File: config.mk
export PLATFORM = sky130hd
export DESIGN_NAME = pipemem_ctrl
export DESIGN_NICKNAME = d
export VERILOG_FILES = /design/src/rtl/pipemem_ctrl_pkg.sv /design/src/rtl/pipemem_ctrl_pipemwreg.sv /design/src/rtl/pipemem_ctrl.sv
export SDC_FILE = /design/constraint.sdc
export NUM_CORES = 1
export LEC_CHECK = 0
export CORE_MARGIN = 3
export CORE_UTILIZATION = 36
export CTS_CLUSTER_SIZE = 24
export DETAILED_ROUTE_END_ITERATION = 8
export PLACE_DENSITY = 0.81
export SYNTH_ARGS = -nofsm -noshare
export SYNTH_HDL_FRONTEND = slang
export SYNTH_SLANG_ARGS = --single-unit
File: constraint.sdc
create_clock -name clock -period 2.6 [get_ports clock]
set_clock_uncertainty 0.15 [all_clocks]
set_input_delay 0.26 -clock clock [delete_from_list [all_inputs] [get_ports clock]]
set_output_delay 0.26 -clock clock [all_outputs]
set_load 0.005 [all_outputs]
File: src/rtl/pipemem_ctrl_pkg.sv
// Shared definitions for the pipeline MEM-stage data-memory controller:
// timeout/poison defaults, FSM encoding and the MEM/WB register bundle.
package pipemem_ctrl_pkg;

    localparam int unsigned TIMEOUT_DEF = 255;
    localparam logic [31:0] POISON_DEF  = 32'hDEADBEEF;

    typedef enum logic [0:0] {
        ST_IDLE = 1'b0,
        ST_BUSY = 1'b1
    } mem_state_t;

    typedef struct packed {
        logic        wreg;
        logic        m2reg;
        logic [31:0] mo;
        logic [31:0] alu;
        logic [4:0]  rn;
    } mw_bus_t;

    // Value written to MEM/WB load data: 0 for non-loads, poison when forced complete.
    function automatic logic [31:0] load_data(input logic        is_load,
                                              input logic        ack,
                                              input logic [31:0] rdata,
                                              input logic [31:0] poison);
        logic [31:0] result;
        if (!is_load) begin
            result = 32'h0000_0000;
        end else if (ack) begin
            result = rdata;
        end else begin
            result = poison;
        end
        return result;
    endfunction

endpackage

File: src/rtl/pipemem_ctrl_pipemwreg.sv
// MEM/WB pipeline register: loads on enable, inserts a bubble (controls
// cleared, data held) while the memory stage is stalled.
module pipemwreg
    import pipemem_ctrl_pkg::*;
(
    input  logic    clock,
    input  logic    reset,
    input  logic    en,
    input  logic    bubble,
    input  mw_bus_t d,
    output mw_bus_t q
);

    mw_bus_t q_r;

    // MEM/WB state: reset, bubble, load or hold
    always_ff @(posedge clock) begin
        if (reset) begin
            q_r <= '0;
        end else if (bubble) begin
            q_r.wreg  <= 1'b0;
            q_r.m2reg <= 1'b0;
        end else if (en) begin
            q_r <= d;
        end
    end

    assign q = q_r;

endmodule

File: src/rtl/pipemem_ctrl.sv
// MEM-stage data-memory controller: req/ack handshake with wait-state
// stalling, bounded wait with poisoned completion, and the MEM/WB register.
module pipemem_ctrl
    import pipemem_ctrl_pkg::*;
#(
    parameter int unsigned TIMEOUT = TIMEOUT_DEF,
    parameter logic [31:0] POISON  = POISON_DEF
) (
    input  logic        clock,
    input  logic        reset,
    input  logic        mvalid,
    input  logic        mwreg,
    input  logic        mm2reg,
    input  logic        mwmem,
    input  logic [31:0] malu,
    input  logic [31:0] mb,
    input  logic [4:0]  mrn,
    output logic        dmem_req,
    output logic        dmem_we,
    output logic [29:0] dmem_addr,
    output logic [31:0] dmem_wdata,
    input  logic        dmem_ack,
    input  logic [31:0] dmem_rdata,
    output logic        mem_stall,
    output logic        wwreg,
    output logic        wm2reg,
    output logic [31:0] wmo,
    output logic [31:0] walu,
    output logic [4:0]  wrn,
    output logic        merr
);

    localparam logic [7:0] TIMEOUT_LAST = 8'(TIMEOUT - 32'd1);

    mem_state_t  state_r;
    mem_state_t  state_s;
    logic [7:0]  wait_cnt_r;
    logic [7:0]  wait_cnt_s;
    logic        merr_r;
    logic        merr_s;
    logic        memop_s;
    logic        busy_s;
    logic        req_s;
    logic        timeout_hit_s;
    logic        stall_s;
    mw_bus_t     w_in_s;
    mw_bus_t     w_out_s;

    // Request/stall decode and next-state logic
    always_comb begin
        state_s    = state_r;
        wait_cnt_s = wait_cnt_r;
        merr_s     = merr_r;

        memop_s       = mvalid & (mm2reg | mwmem);
        busy_s        = (state_r == ST_BUSY);
        req_s         = !reset & ((memop_s & !busy_s) | busy_s);
        timeout_hit_s = busy_s & !dmem_ack & (wait_cnt_r == TIMEOUT_LAST);
        stall_s       = req_s & !dmem_ack & !timeout_hit_s;

        case (state_r)
            ST_IDLE: begin
                if (memop_s & !dmem_ack) begin
                    state_s = ST_BUSY;
                end else begin
                    state_s = ST_IDLE;
                end
            end
            ST_BUSY: begin
                if (dmem_ack | timeout_hit_s) begin
                    state_s = ST_IDLE;
                end else begin
                    state_s = ST_BUSY;
                end
            end
            default: state_s = ST_IDLE;
        endcase

        // Counts every wait cycle of the access, including the first one issued
        // from IDLE, so forced completion lands on request cycle TIMEOUT.
        if (stall_s) begin
            wait_cnt_s = wait_cnt_r + 8'd1;
        end else begin
            wait_cnt_s = 8'd0;
        end

        if (timeout_hit_s) begin
            merr_s = 1'b1;
        end else begin
            merr_s = merr_r;
        end

        w_in_s.wreg  = mwreg & mvalid;
        w_in_s.m2reg = mm2reg & mvalid;
        w_in_s.mo    = load_data(mm2reg & mvalid, dmem_ack, dmem_rdata, POISON);
        w_in_s.alu   = malu;
        w_in_s.rn    = mrn;
    end

    // Controller state register
    always_ff @(posedge clock) begin
        if (reset) begin
            state_r    <= ST_IDLE;
            wait_cnt_r <= 8'd0;
            merr_r     <= 1'b0;
        end else begin
            state_r    <= state_s;
            wait_cnt_r <= wait_cnt_s;
            merr_r     <= merr_s;
        end
    end

    pipemwreg u_mwreg (
        .clock  (clock),
        .reset  (reset),
        .en     (!stall_s),
        .bubble (stall_s),
        .d      (w_in_s),
        .q      (w_out_s)
    );

    assign dmem_req   = req_s;
    assign dmem_we    = req_s & mwmem;
    assign dmem_addr  = malu[31:2];
    assign dmem_wdata = mb;
    assign mem_stall  = stall_s;
    assign wwreg      = w_out_s.wreg;
    assign wm2reg     = w_out_s.m2reg;
    assign wmo        = w_out_s.mo;
    assign walu       = w_out_s.alu;
    assign wrn        = w_out_s.rn;
    assign merr       = merr_r;

endmodule

==> run_results.csv, run 1 <==
group,metric,value,unit
sta,setup_viol,0,
sta,slew_violations,0,
final_layout,area_growth_syn_to_layout,46.5,%
routing,drt_wl_total,9.99,mm
logic_synthesis,ys_seq_elements,81,
clocking,postCtsSetupRepairBufs,0,
sta,hold_violations,0,
final_layout,final_util,54.3,%
die,ioPinCount,245,
logic_synthesis,ys_types,31,
routing,remaining_drc_errors,0,
place,dp.final_hpwl,7.41,mm
routing,via_per_inst,4.85,
global_route,grt_pass1_vias,3120,
flow_run,maxCapViolCount,0,
die,die-area,11400,um2
clocking,cts_tree,"built",
logic_synthesis,yosysWarnings,0,
routing,wl_per_cell,16.1,um
worst_setup_path,cp.arrival,2.07,ns
routing,ant_nets,0,
clocking,cts_inserted_buffers,9,
clocking,clock_latency,0.34,ns
sta,min_period,2.48,ns
sta,setup_tns,0,ns
final_layout,layout_commonest_cell,"clkdlybuf4s50_1",
global_route,gr-total-overflow,0,
final_layout,final_cell_mix,"180 x clkdlybuf4s50_1, 80 x dfxtp_1, 37 x nor3b_1, 37 x a31o_1, 29 x a21oi_1",
worst_hold_path,hold_path_class,"register to register",
logic_synthesis,syn_inst,371,
clocking,path_clk_slew,0.08,ns
die,die_h,107,um
clocking,clock-sinks,81,
global_route,grt_pass1_wl,15.7,mm
final_layout,drive_gt1_share,6.35,%
sta,fmax,404,MHz
status,status,"finished clean",
worst_setup_path,endpoint_kind,"output port",
worst_setup_path,slowest_delay,0.51,ns
routing,vias,3010,
final_layout,num_antenna_cells,0,
logic_synthesis,seq_area_frac_synth,44.5,%
worst_setup_path,crit_type,"register to output port",
global_route,antenna_found_initial,0,
worst_setup_path,slowest_stage,"clkdlybuf4s50_1",
place,placed_area,5120,um2
place,gp_congestion,0.768,
worst_setup_path,worst_setup_path_start_kind,"register",
place,portBuffers,180,
die,start_util,37.1,%
logic_synthesis,syn_nets,481,
die,fp.dieW,107,um
die,num_rows,36,
logic_synthesis,synth_area,3640,um2
final_layout,fin_area,5330,um2
routing,first_iter_violations,104,
sta,final.period_utilization,95.3,%
die,core,9820,um2
worst_setup_path,critPathMaxFanout,5,
clocking,htreeDepth,3,
worst_setup_path,path_cells,"inv_1, ha_1, nand4_1, nor2_4, or2_2, inv_2, clkdlybuf4s50_1",
sta,slew_headroom,68.8,%
clocking,cts_buffer_depth,2,
routing,drtPass1Iterations,4,
power_and_ir_drop,p_leak,2.08,nW
global_route,grt_max_degree,41,
power_and_ir_drop,powerDensity,522,nW/um2
worst_setup_path,critPathBufInv,3,
sta,worst_slew_pin_slew,0.469,ns
power_and_ir_drop,peakVddDrop,0.275,mV
worst_setup_path,critical-path-top-delay-family,"buffers and inverters",
sta,rsz0062_at_grt,"no",
final_layout,fin_nets,594,
global_route,gr-usage-all-layers,17.3,%
clocking,cts_root_buffer,"clkbuf_8",
worst_setup_path,required,2.19,ns
logic_synthesis,synth.avg_cell_area,9.81,um2
==> synth_stat cells, drive strengths merged <==
cell	instances	area [um2]
a22o	7	61.3
ha	2	25.0
and4	2	17.5
xnor2	2	17.5
mux2	24	270
buf	75	546
a21o	1	7.51
nor3b	37	278
dfxtp	81	1620
nand4	2	12.5
nor3	2	10.0
o211ai	1	12.5
a31o	37	324
o21a	1	7.51
or2	1	6.26
nor2	13	48.8
o21ai	1	5.00
clkbuf	13	48.8
xor2	1	8.76
a21oi	29	145
a32o	1	10.0
nand2	1	3.75
nand3	4	20.0
inv	29	109
a31oi	1	6.26
and3	1	6.26
and2	1	6.26
or3	1	6.26
==> stage by stage <==
stage                     setup WS (ns)  std cells  power [W]  hold slack (ns)
after floorplan                   0.775        371    0.00157            0.182
after global placement            0.236        606    0.00182            0.292
after detailed placement          0.243        606    0.00183            0.299
after CTS                        0.0332        621    0.00284            0.318
after global routing            0.00995        621    0.00292            0.304
final                             0.123        621    0.00279            0.293
==> final timing paths <==
kind / start / end / slack [ns] / cells past startpoint
worst max register to register: wait_cnt_r[1] / u_mwreg.q[48] / 0.49 / 6
worst min register to register: wait_cnt_r[0] / wait_cnt_r[0] / 0.29 / 1
worst min-delay path: wait_cnt_r[0] / wait_cnt_r[0] / 0.29 / 1
worst max-delay path: wait_cnt_r[0] / mem_stall / 0.12 / 7
==> report_power, final <==
part	switching [W]	internal, W
logic	0.000154	0.000311
registers	0.0000296	0.00130
clock network	0.000427	0.000562
total	0.000610	0.00218
==> worst reg2reg max path, delay by kind of cell, from the launching register on <==
kind                       cells  cell delay, ns
and+or+nand+nor                3            0.48
buffers and inverters          1            0.42
DFF                            1            0.39
muxes                          1            0.38
adders and majority gates      1            0.19
==> sequential cells by signal (all words and copies together) (netlist names) <==
register,flops
wait_cnt_r,8
u_mwreg.q,71
busy_s,1
merr,1
==> final cells by class <==
| type | count | area, um2 |
|---|---|---|
| Fill cell | 925 | 4490 |
| Clock buffer | 12 | 145 |
| Timing Repair Buffer | 190 | 1890 |
| Multi-Input combinational cell | 173 | 1330 |
| Clock inverter | 3 | 65.1 |
| Tap cell | 133 | 166 |
| Inverter | 29 | 109 |
| Sequential cell | 81 | 1630 |
==> routing by layer <==
layer	global-route usage, %	vias up	share of wire, %
met5	0	-	0
met4	8.22	0	2.3
met3	6.31	29	9.0
met2	29.2	126	49
met1	19.3	1415	39
li1	-	1440	-
==> logic make-up (layout without fill, tap and decap cells) <==
group | after synthesis | in the layout | share of synthesized area (%)
simple gates | 65 | 65 | 11.4
fa+ha+maj | 2 | 2 | 0.687
compound gates | 79 | 79 | 15.9
buf+inv | 117 | 234 | 19.3
xor+xnor | 3 | 3 | 0.722
flops | 81 | 81 | 44.5
mux | 24 | 24 | 7.42
==> timing repair <==
action,in CTS,in global routing
gates resized for setup,0,2
endpoints found under the setup margin,0,1
hold buffers,0,0
Power figures use the tool's default switching activity.
==> run 2, diff against run 1 <==
--- a/config.mk
+++ b/config.mk
@@ -10,4 +10,5 @@
 export CTS_CLUSTER_SIZE = 24
 export DETAILED_ROUTE_END_ITERATION = 8
+export MAX_ROUTING_LAYER = met4
 export PLACE_DENSITY = 0.81
 export SYNTH_ARGS = -nofsm -noshare
==> constraint.sdc (replaced) <==
create_clock -name clock -period 2.6 [get_ports clock]
set_clock_uncertainty 0.15 [all_clocks]
set_input_delay 0.39 -clock clock [delete_from_list [all_inputs] [get_ports clock]]
set_output_delay 0.39 -clock clock [all_outputs]
set_load 0.005 [all_outputs]
==> run_results.csv, run 2 (synthesis results as in run 1) <==
group,metric,value,unit
clocking,cts_root_buffer,"clkbuf_8",
final_layout,largest_reg_flops,71,
sta,fmax,408,MHz
die,die-area,11400,um2
final_layout,nFillCells,921,
global_route,gr-total-overflow,0,
routing,via_per_inst,4.82,
sta,slew_headroom,49.6,%
final_layout,final_cell_mix,"179 x clkdlybuf4s50_1, 80 x dfxtp_1, 37 x nor3b_1, 37 x a31o_1, 29 x a21oi_1",
global_route,antenna_found_initial,0,
clocking,clock_latency,0.34,ns
routing,remaining_drc_errors,0,
die,fp.dieW,107,um
global_route,grt_pass1_vias,3063,
sta,min_period,2.45,ns
clocking,path_clk_slew,0.08,ns
worst_setup_path,cp.arrival,1.91,ns
sta,setup_viol,0,
routing,drt_wl_total,9.65,mm
place,gp_congestion,0.788,
routing,vias,3010,
sta,worst_slew_pin_slew,0.756,ns
worst_setup_path,crit_type,"input port to output port",
worst_setup_path,worst_setup_path_start_kind,"input port",
global_route,grt_max_degree,69,
clocking,clock-sinks,81,
clocking,holdBufCountCts,0,
worst_setup_path,required,2.06,ns
die,core,9820,um2
final_layout,layout_commonest_cell,"clkdlybuf4s50_1",
sta,hold_violations,0,
worst_setup_path,critPathMaxFanout,2,
place,dp.final_hpwl,7.08,mm
power_and_ir_drop,peakVddDrop,0.294,mV
final_layout,fin_nets,596,
sta,final.period_utilization,94.2,%
final_layout,drive_gt1_share,7.33,%
place,portBuffers,180,
die,num_rows,36,
power_and_ir_drop,powerDensity,498,nW/um2
worst_setup_path,endpoint_kind,"output port",
sta,slew_violations,0,
final_layout,final_util,54.2,%
routing,ant_nets,0,
power_and_ir_drop,finalPower,0.00265,W
sta,setup_tns,0,ns
routing,drtPass1Iterations,4,
clocking,htreeDepth,3,
clocking,cts_tree,"built",
die,start_util,37.1,%
final_layout,area_growth_syn_to_layout,46.2,%
global_route,grt_pass1_wl,15.2,mm
sta,rsz0062_at_grt,"no",
die,ioPinCount,245,
flow_run,maxCapViolCount,0,
die,die_h,107,um
routing,wl_per_cell,15.5,um
clocking,cts_inserted_buffers,9,
routing,first_iter_violations,83,
global_route,gr-usage-all-layers,17.2,%
status,status,"finished clean",
worst_hold_path,hold_path_class,"register to register",
final_layout,num_antenna_cells,0,
clocking,cts_buffer_depth,2,
power_and_ir_drop,p_leak,2.09,nW
## run 2: path summary, 6_finish.rpt
path / startpoint / endpoint / slack (ns) / cells after the start
worst min register to register: wait_cnt_r[0] / wait_cnt_r[0] / 0.30 / 1
worst max register to register: wait_cnt_r[0] / u_mwreg.q[64] / 0.34 / 7
worst max-delay path: mm2reg / dmem_we / 0.15 / 7
worst min-delay path: wait_cnt_r[0] / wait_cnt_r[0] / 0.30 / 1
## run 2: stage by stage
step | cells | setup slack, ns | hold slack, ns | instance area, um2
3_5_place_dp | 607 | -0.0956 | 0.304 | 5130
4_1_cts | 623 | 0.0615 | 0.296 | 5320
6_report | 624 | 0.152 | 0.303 | 5320
2_1_floorplan | 371 | 0.725 | 0.287 | 3640
5_1_grt | 624 | 0.0349 | 0.317 | 5320
3_3_place_gp | 607 | -0.0564 | 0.292 | 5130
## run 2: repair_timing
action,CTS,global route
setup buffers,0,1
setup endpoints to repair,1,1
cloned,0,0
resized for setup,2,0
## run 2: where the power goes
part	switching [W]	internal, W
Combinational	0.000152	0.000313
Clock	0.000470	0.000383
Sequential	0.0000293	0.00130
Total	0.000652	0.00200
## run 2: layout make-up
class	instances	area (um2)	area share, %
clock inverter	6	51.3	0.964
clock buffer	10	138	2.59
tap	133	166	3.13
multi-input combinational	173	1330	25.0
inverter	29	109	2.05
sequential	81	1620	30.5
timing repair buffer	192	1900	35.8
## run 2: worst max-delay path, stage by stage
cell	delay (ns)
clkdlybuf4s50_1	0.50
o21a_1	0.15
buf_4	0.10
nor2_1	0.03
nor2_1	0.11
and2_1	0.13
clkdlybuf4s50_1	0.49
## run 2: layer usage
layer	global-route usage (%)	wire, um	up-vias
met5	-	0	-
met4	5.21	176	0
met3	6.62	843	26
met2	29.9	4830	136
met1	18.1	3790	1401
li1	-	-	1447
==> patch 1 (flow settings as in run 2) <==
Register the output `merr` once more, with the module's reset; this adds one clock of latency there. The other outputs are not delayed to match.
--- a/src/rtl/pipemem_ctrl.sv
+++ b/src/rtl/pipemem_ctrl.sv
@@ -130,5 +130,11 @@
     assign walu       = w_out_s.alu;
     assign wrn        = w_out_s.rn;
-    assign merr       = merr_r;
+    always_ff @(posedge clock) begin
+        if (reset) begin
+            merr <= '0;
+        end else begin
+            merr <= merr_r;
+        end
+    end
 
 endmodule
Behaviour: no difference found for any inputs over 4 cycles, from zero or initial values and one cycle with reset high; that may be too few to reach the edited logic, so the function may still have changed.
==> patch 1 against run 2 <==
Die area increased by 1.0%; non-clock buffer count did not move; worst setup slack improved by 0.043 ns; area after synthesis increased by 1.1%; design area grew 1.3%; final cell count is 0.32% higher; synthesized cell count is 0.54% higher; sequential cell count grew 1; critical endpoint unchanged; total power grew 6.5%; wire length is 1.5% lower; critical path type unchanged; global-route usage decreased by 1.0 points.
==> patch 1: results (changes against run 2) <==
[status]
status = complete, no violations  ; unchanged

[drt]
wl_mm = 9.50  ; was 9.65 mm
viasPerCell = 4.79  ; was 4.82
wl_met3_um = 710  ; was 843 um
dr_wl_met2_mm = 4.99  ; was 4.83 mm
drt_iter0_markers = 81  ; was 83

[logic_synthesis]
synth_common_cells = dfxtp_1, buf_4, nor3b_1, a31o_2, a21oi_1  ; was dfxtp_1, buf_4, a31o_1, nor3b_1, a21oi_1
synth_cell_type_count = 36  ; was 31
ys_ff_latch = 82  ; was 81
synthCells = 373  ; was 371

[pwr]
cell_internal_pwr_w = 0.00219  ; was 0.00200 W
combPwrFrac = 0.167  ; was 0.175
max-vdd-ir-drop_mv = 0.294  ; about the same
total_power_w = 0.00282  ; was 0.00265 W

[cells_and_area]
multi_input_area_sq_mm = 0.00133  ; about the same
clk_share = 0.0404  ; was 0.0355
sh_seq_area = 0.305  ; about the same
nonClkBufAreaFrac = 0.356  ; was 0.358
multi_input_gates = 174  ; was 173
multi_input_area_share = 0.247  ; was 0.250
nets = 598  ; was 596
drive_gt1_frac = 0.166  ; was 0.0733

[setup_path]
reg2reg_setup_slack_ns = 0.57  ; was 0.34 ns

[floorplan]
die_width_um = 107  ; about the same

[place]
gp_congestion = 0.759  ; was 0.788
hpwl_mm = 7.08  ; about the same
dp_cells = 609  ; was 607
postPlaceCellArea_sq_mm = 0.00516  ; was 0.00513 sq mm

[global_route]
grtUsageMet1 = 0.177  ; was 0.181
grt_first_pass_wirelength_mm = 14.5  ; was 15.2 mm
grt_pass1_vias = 2959  ; was 3,063
use_met3 = 0.0421  ; was 0.0662

==> patch 1: logic make-up after synthesis <==
logic type               share of synthesized area
flip-flops                                   0.446
AO/OA/AOI/OAI                                0.157
XOR/XNOR                                   0.00714
AND/OR/NAND/NOR                              0.115
buffers and inverters                        0.194
multiplexers                                0.0734
adder cells (fa/ha/maj)                    0.00680
==> patch 1: final timing paths <==
check                     start            end
setup / recovery         mvalid        dmem_we
hold / removal    wait_cnt_r[0]  wait_cnt_r[0]
setup reg to reg  wait_cnt_r[0]  u_mwreg.q[24]
hold reg to reg   wait_cnt_r[0]  wait_cnt_r[0]
==> patch 1: repair_timing <==
item                                    4_1_cts  5_1_grt
pin swaps                                     0        1
resized for setup                             1        3
setup buffers                                 0        1
endpoints found under the setup margin        1        1
==> patch 1: critical path: cells and delay by family <==
kind                   cells  cell delay (ns)
buffers and inverters      2             0.99
and+or+nand+nor            3             0.29
AOI/OAI and AO/OA          1             0.19
==> patch 2 (settings of run 2) <==
Without the edit above. Set the package constant `TIMEOUT_DEF` to 127 (it was 255).
--- a/src/rtl/pipemem_ctrl_pkg.sv
+++ b/src/rtl/pipemem_ctrl_pkg.sv
@@ -3,5 +3,5 @@
 package pipemem_ctrl_pkg;
 
-    localparam int unsigned TIMEOUT_DEF = 255;
+    localparam int unsigned TIMEOUT_DEF = 127;
     localparam logic [31:0] POISON_DEF  = 32'hDEADBEEF;
 
Formal check against the unedited RTL: no difference found for any inputs over 4 cycles, from zero or initial values and one cycle with reset high; that may be too few to reach the edited logic, so the function may still have changed.
==> patch 2 against run 2 <==
Wire length decreased by 7.7%; largest power group unchanged; register-to-register slack improved by 0.04 ns; largest cell class unchanged; area after synthesis down 10%; worst setup slack improved by 0.010 ns; critical path depth down 2; sequential cell count unchanged; total power is 1.4% lower; utilization increased by 1.7 points; sequential power is essentially flat; design area fell by 8.0%; combinational power fell by 7.5%; critical endpoint unchanged; die area fell by 9.8%.
==> patch 2: results (changes against run 2) <==
[drt]
m1WireLength_mm = 3.58  ; was 3.79 mm
wl_met3_um = 704  ; was 843 um
dr_wl_met2_mm = 4.48  ; was 4.83 mm
num_vias = 2765  ; was 3,010
wl_mm = 8.90  ; was 9.65 mm
avgRoutedWirePerCell_um = 16.0  ; was 15.5 um

[pwr]
clockPowerShare = 0.327  ; was 0.322
p_leak_nw = 1.87  ; was 2.09 nW

[logic_synthesis]
synth_fa_ha_area_frac = 0.00767  ; was 0.00687
synthTopCellsByArea = dfxtp_1, buf_4, a22o_1  ; was dfxtp_1, buf_4, a31o_1
avgSynthCellArea_sq_um = 10.0  ; was 9.81 sq um
synth_common_cells = dfxtp_1, buf_4, a22o_1, nor2_1, nand3_1  ; was dfxtp_1, buf_4, a31o_1, nor3b_1, a21oi_1
ys_seq_area_frac = 0.497  ; was 0.445
synthMuxAreaShare = 0  ; was 0.0742
synth_fp_nets = 436  ; was 481

[place]
gp_congestion = 0.743  ; was 0.788
dp_cells = 542  ; was 607
postPlaceCellArea_sq_mm = 0.00470  ; was 0.00513 sq mm
preCtsSetupSlack_ns = 0.112  ; was -0.0956 ns

[sta]
worstMarginPinSlew_ns = 1.01  ; was 0.756 ns

[setup_path]
rr_endpoint = u_mwreg.q[9]  ; was u_mwreg.q[64]
cp_slowest_stage_delay_ns = 0.53  ; was 0.50 ns

[cells_and_area]
drive_gt1_frac = 0.0756  ; was 0.0733
fill_cells = 784  ; was 921

[global_route]
grtUsageMet1 = 0.197  ; was 0.181
grt_max_degree = 50  ; was 69
grt_use_total = 0.174  ; was 0.172
use_met3 = 0.0503  ; was 0.0662
grt_pass1_vias = 2665  ; was 3,063
grt_first_pass_wirelength_mm = 13.7  ; was 15.2 mm

[clock_network]
post_cts_resized = 3  ; was 2

[status]
status = complete, no violations  ; unchanged

patch 2: changes by cell type in the layout (fill, tap and decap cells not counted), sizes merged, moves of 3 or more:
cell / change
a22o: +37
a31o: -37
nor3b: -37
a21oi: -26
inv: -24
mux2: -24
o31ai: +24
nand3: +23
nor2: +22
nand2: +5
buf: -3
patch 2: cell type report:
type                            count  area (sq um)  share of cell area
Timing Repair Buffer              189          1870               0.381
Sequential cell                    81          1620               0.331
Multi-Input combinational cell    158          1060               0.216
Clock buffer                       11           151              0.0309
Tap cell                          108           135              0.0276
Clock inverter                      5          40.0             0.00818
Inverter                            6          22.5             0.00460
patch 2: worst max path at each step:
stage | cells past startpoint | slack [ns] | end | start
floorplan | 7 | 0.69 | mem_stall | wait_cnt_r[0]
global placement | 6 | 0.14 | mem_stall | mm2reg
detailed placement | 6 | 0.11 | mem_stall | mm2reg
CTS | 5 | 0.15 | dmem_we | mm2reg
global route | 5 | 0.07 | dmem_we | mm2reg
finish | 5 | 0.16 | dmem_we | mm2reg
